--- config.mk ---
export PLATFORM = sky130hd
export DESIGN_NAME = bt_key_decoder
export DESIGN_NICKNAME = d
export VERILOG_FILES = /design/src/rtl/bt_key_decoder.sv
export SDC_FILE = /design/constraint.sdc
export NUM_CORES = 1
export LEC_CHECK = 0
export BUFFER_PORTS_ARGS = -buffer_cell sky130_fd_sc_hd__buf_2
export CAP_MARGIN = 20
export CORE_MARGIN = 8
export CORE_UTILIZATION = 40
export CTS_CLUSTER_DIAMETER = 80
export DETAILED_ROUTE_END_ITERATION = 7
export GPL_ROUTABILITY_DRIVEN = 1
export SYNTH_ARGS = -nofsm -noshare
export SYNTH_HDL_FRONTEND = slang
export SYNTH_SLANG_ARGS = --single-unit
--- constraint.sdc ---
create_clock -name clk -period 2.15 [get_ports clk]
set_input_delay 0.43 -clock clk [delete_from_list [all_inputs] [get_ports clk]]
set_output_delay 0.43 -clock clk [all_outputs]
set_load 0.05 [all_outputs]
--- src/rtl/bt_key_decoder.sv ---
// Bluetooth key-frame decoder: parses HDR / payload / ~payload byte triples from the UART
// and presents validated key codes to the controller with a one-cycle ready pulse.
module bt_key_decoder #(
   parameter logic [7:0]  HDR_BYTE       = 8'hA5,
   parameter int unsigned TIMEOUT_CYCLES = 1000000
) (
   input  logic       clk,
   input  logic       rst,
   input  logic [7:0] rx_data,
   input  logic       rx_valid,
   output logic [2:0] key_val,
   output logic       press,
   output logic       ready,
   output logic       frame_err
);

   localparam int unsigned CntW = $clog2(TIMEOUT_CYCLES + 1);
   localparam logic [CntW-1:0] CntMax = CntW'(TIMEOUT_CYCLES);

   typedef enum logic [1:0] {StIdle, StGotHdr, StGotPay} state_e;

   state_e          state_q, state_d;
   logic [CntW-1:0] cnt_q, cnt_d;
   logic [7:0]      pay_q, pay_d;
   logic [2:0]      key_q, key_d;
   logic            press_q, press_d;
   logic            ready_q, ready_d;
   logic            err_q, err_d;
   logic            timed_out;

   // A byte arriving on the cycle the count saturates takes priority over the timeout.
   assign timed_out = !rx_valid && (cnt_q == CntMax);

   always_comb begin
      state_d = state_q;
      pay_d   = pay_q;
      key_d   = key_q;
      press_d = press_q;
      ready_d = 1'b0;
      err_d   = 1'b0;

      if (rx_valid || (state_q == StIdle)) begin
         cnt_d = '0;
      end else if (cnt_q != CntMax) begin
         cnt_d = cnt_q + 1'b1;
      end else begin
         cnt_d = cnt_q;
      end

      unique case (state_q)
         StIdle: begin
            if (rx_valid && (rx_data == HDR_BYTE)) begin
               state_d = StGotHdr;
            end
         end
         StGotHdr: begin
            if (rx_valid) begin
               if (rx_data == HDR_BYTE) begin
                  state_d = StGotHdr;
               end else if (rx_data[6:3] != 4'b0000) begin
                  err_d   = 1'b1;
                  state_d = StIdle;
               end else begin
                  pay_d   = rx_data;
                  state_d = StGotPay;
               end
            end else if (timed_out) begin
               err_d   = 1'b1;
               state_d = StIdle;
            end
         end
         StGotPay: begin
            if (rx_valid) begin
               if (rx_data == ~pay_q) begin
                  key_d   = pay_q[2:0];
                  press_d = pay_q[7];
                  ready_d = 1'b1;
                  state_d = StIdle;
               end else begin
                  err_d   = 1'b1;
                  state_d = (rx_data == HDR_BYTE) ? StGotHdr : StIdle;
               end
            end else if (timed_out) begin
               err_d   = 1'b1;
               state_d = StIdle;
            end
         end
         default: state_d = StIdle;
      endcase
   end

   always_ff @(posedge clk) begin
      if (rst) begin
         state_q <= StIdle;
         cnt_q   <= '0;
         pay_q   <= '0;
         key_q   <= '0;
         press_q <= 1'b0;
         ready_q <= 1'b0;
         err_q   <= 1'b0;
      end else begin
         state_q <= state_d;
         cnt_q   <= cnt_d;
         pay_q   <= pay_d;
         key_q   <= key_d;
         press_q <= press_d;
         ready_q <= ready_d;
         err_q   <= err_d;
      end
   end

   assign key_val   = key_q;
   assign press     = press_q;
   assign ready     = ready_q;
   assign frame_err = err_q;

endmodule

==> impl_metrics.ini <==
[clock_tree]
clock_path_buffers = 2
clkLatencyLatePin_ns = 0.28
h-tree-depth = 2
cts_made_buffers = 5
postCtsHoldBufs = 0
cts_setup_buffers = 0
cts.clk_slew.worst_paths_ns = 0.08
cts_tree = yes
cts_resized = 0
root_buffer = clkbuf_8
cts.sinks = 36

[finish]
final_cells = 272
fin_util_pct = 46.6
nets = 236
layout.cells.most_common = dfxtp_1
seqCellArea_sq_um = 721
num_antenna_cells = 0
areaGrowthSynthToFinish_pct = 14.4
n_fill_cell = 437
layout_common_cells = 36 x dfxtp_1, 28 x nor2_1, 18 x xor2_1
drive_gt1_share_pct = 14.1
multi_input_area_sq_um = 972

[die]
start_util_pct = 40.7
io_pins = 17
die_h_microns = 82.1
dieArea_sq_um = 6750
row_count = 24
core_area_sq_um = 4290
dieWidth_microns = 82.1

[synthesis]
synth_cell_types = 37
synth_cells = 197
netlist_area_sq_um = 1750
synth-main-ff-cell = dfxtp_1
synth_async_sr_flop_share_pct = 0
synth_edf_count = 0
avgSynthCellArea_sq_um = 8.88
yosysWarnings = 0
syn-num-nets = 214
ys_seq_area_share_pct = 41.2
ys_seq_elements = 36

[power]
vdd_ir_drop_max_v = 0.000368
leakagePower_nw = 0.731
powerDensity_nw_per_um2 = 645

[timing]
final_max_slew_viol_count = 0
hold_viol = 0
setup_violations = 0
min_period_over_period_pct = 85.4
rsz0062_at_grt = no
fin_skew_ns = 0.00581
tns_ns = 0
fmax_ghz = 0.545
tightest_slew_ns = 0.569
period_minus_slack_ns = 1.84
worst_slack_ns = 0.314
slew_headroom_pct = 61.7

[worst_setup_path]
crit_fanout = 7
cp.required_ns = 2.37
startpoint_type = flop
critPathKind = reg -> reg
cp_cell_sequence = nand2_1, nor4_1, o211ai_1, or3_1, a21oi_1
cp_data_arrival_time_ns = 2.05
crit_path_max_incr_delay_ns = 0.54
reg2reg_from = cnt_q[2]$_SDFFE_PP0P_
crit_start = cnt_q[2]$_SDFFE_PP0P_
slowest_stage = nor4_1
cp-end-kind = flop

[detailed_routing]
routed_wl_microns = 3460
num_vias = 1386
dr.pass1.iters = 4
ant_nets = 0
drt_iter0_drc = 54
drc = 0
wl_per_cell_microns = 12.7
drt-vias-per-instance = 5.10

[placement]
place_inst = 264
place_hpwl_microns = 2510
place_ws_ns = 0.190
gp_congestion = 0.830
port_buffers = 16

[global_route]
grt_max_degree = 21
grt_antenna_before_repair = 0
grt_pass1_vias = 1310
grt_overflow = 0
track_usage_pct = 11.3
grt_pass1_wl_microns = 5950

[min_path]
hp-start = rx_data[1]
hold_class = in -> reg

[outcome]
status = finished clean

[flow_run]
maxCapViolations = 0
-- critical path, delay by kind of cell (launching register included) --
kind,cells,cell delay [ns]
flops,1,0.46
compound gates,2,0.32
simple gates,3,0.99
-- kinds of logic after synthesis --
family / count (synthesis) / synth area share (%)
flops: 36 / 41.2
xor+xnor: 23 / 11.5
mux: 9 / 5.15
fa+ha+maj: 6 / 4.29
simple gates: 90 / 27.5
compound gates: 21 / 7.08
buf+inv: 12 / 3.22
-- registers in the layout, indices dropped and copies added, names as in the netlist --
signal and flops:
pay_q 8, state_q 2, key_val 3, frame_err 1
ready 1, cnt_q 20, press 1
-- power by group --
group          leakage (nW)  switching [mW]  internal (mW)
Combinational         0.387          0.0183         0.0125
Sequential            0.290    0.0000000728          0.666
Clock                0.0541           0.251          0.343
Total                 0.731           0.269           1.02
-- stage by stage --
step	area (sq um)	hold WS [ns]	total power, mW
floorplan	1750	0.450	0.695
global placement	1890	0.478	0.713
detailed placement	1890	0.479	0.713
CTS	2000	0.405	1.31
global route	2000	0.419	1.35
finish	2000	0.412	1.29
-- area by class of cell --
type | count | share of cell area [%]
Clock inverter | 3 | 2.13
Sequential cell | 36 | 36.0
Timing Repair Buffer | 19 | 5.12
Tap cell | 52 | 3.25
Clock buffer | 5 | 3.44
Inverter | 8 | 1.50
Multi-Input combinational cell | 149 | 48.6
-- layer usage --
metal	part of all wire, %	global-route usage (%)	vias up
met5	0	0	-
met4	1.1	4.74	0
met3	3.8	4.11	4
met2	46	18.3	20
met1	49	13.3	630
li1	-	-	732
-- Yosys cell counts (4+ instances only) --
| master | number | area [sq um] |
|---|---|---|
| xnor2_1 | 5 | 43.8 |
| nor4b_1 | 4 | 35.0 |
| nor3_1 | 5 | 25.0 |
| nand4_1 | 6 | 37.5 |
| mux2i_1 | 9 | 90.1 |
| xor2_1 | 18 | 158 |
| or3_1 | 5 | 31.3 |
| nand3_1 | 11 | 55.1 |
| and2_1 | 4 | 25.0 |
| nor2_1 | 28 | 105 |
| inv_1 | 8 | 30.0 |
| a21oi_1 | 7 | 35.0 |
| nand2_1 | 10 | 37.5 |
| o21ai_0 | 8 | 40.0 |
| ha_1 | 6 | 75.1 |
| dfxtp_1 | 36 | 721 |
-- worst paths after layout --
check	endpoint	slack [ns]	depth (start not counted)
setup / recovery	cnt_q[18]$_SDFFE_PP0P_	0.31	5
hold / removal	pay_q[1]$_SDFFE_PP0P_	0.41	3
setup reg to reg	cnt_q[18]$_SDFFE_PP0P_	0.31	5
hold reg to reg	key_val[2]$_SDFFE_PP0P_	0.49	2
Power figures use the tool's default switching activity.
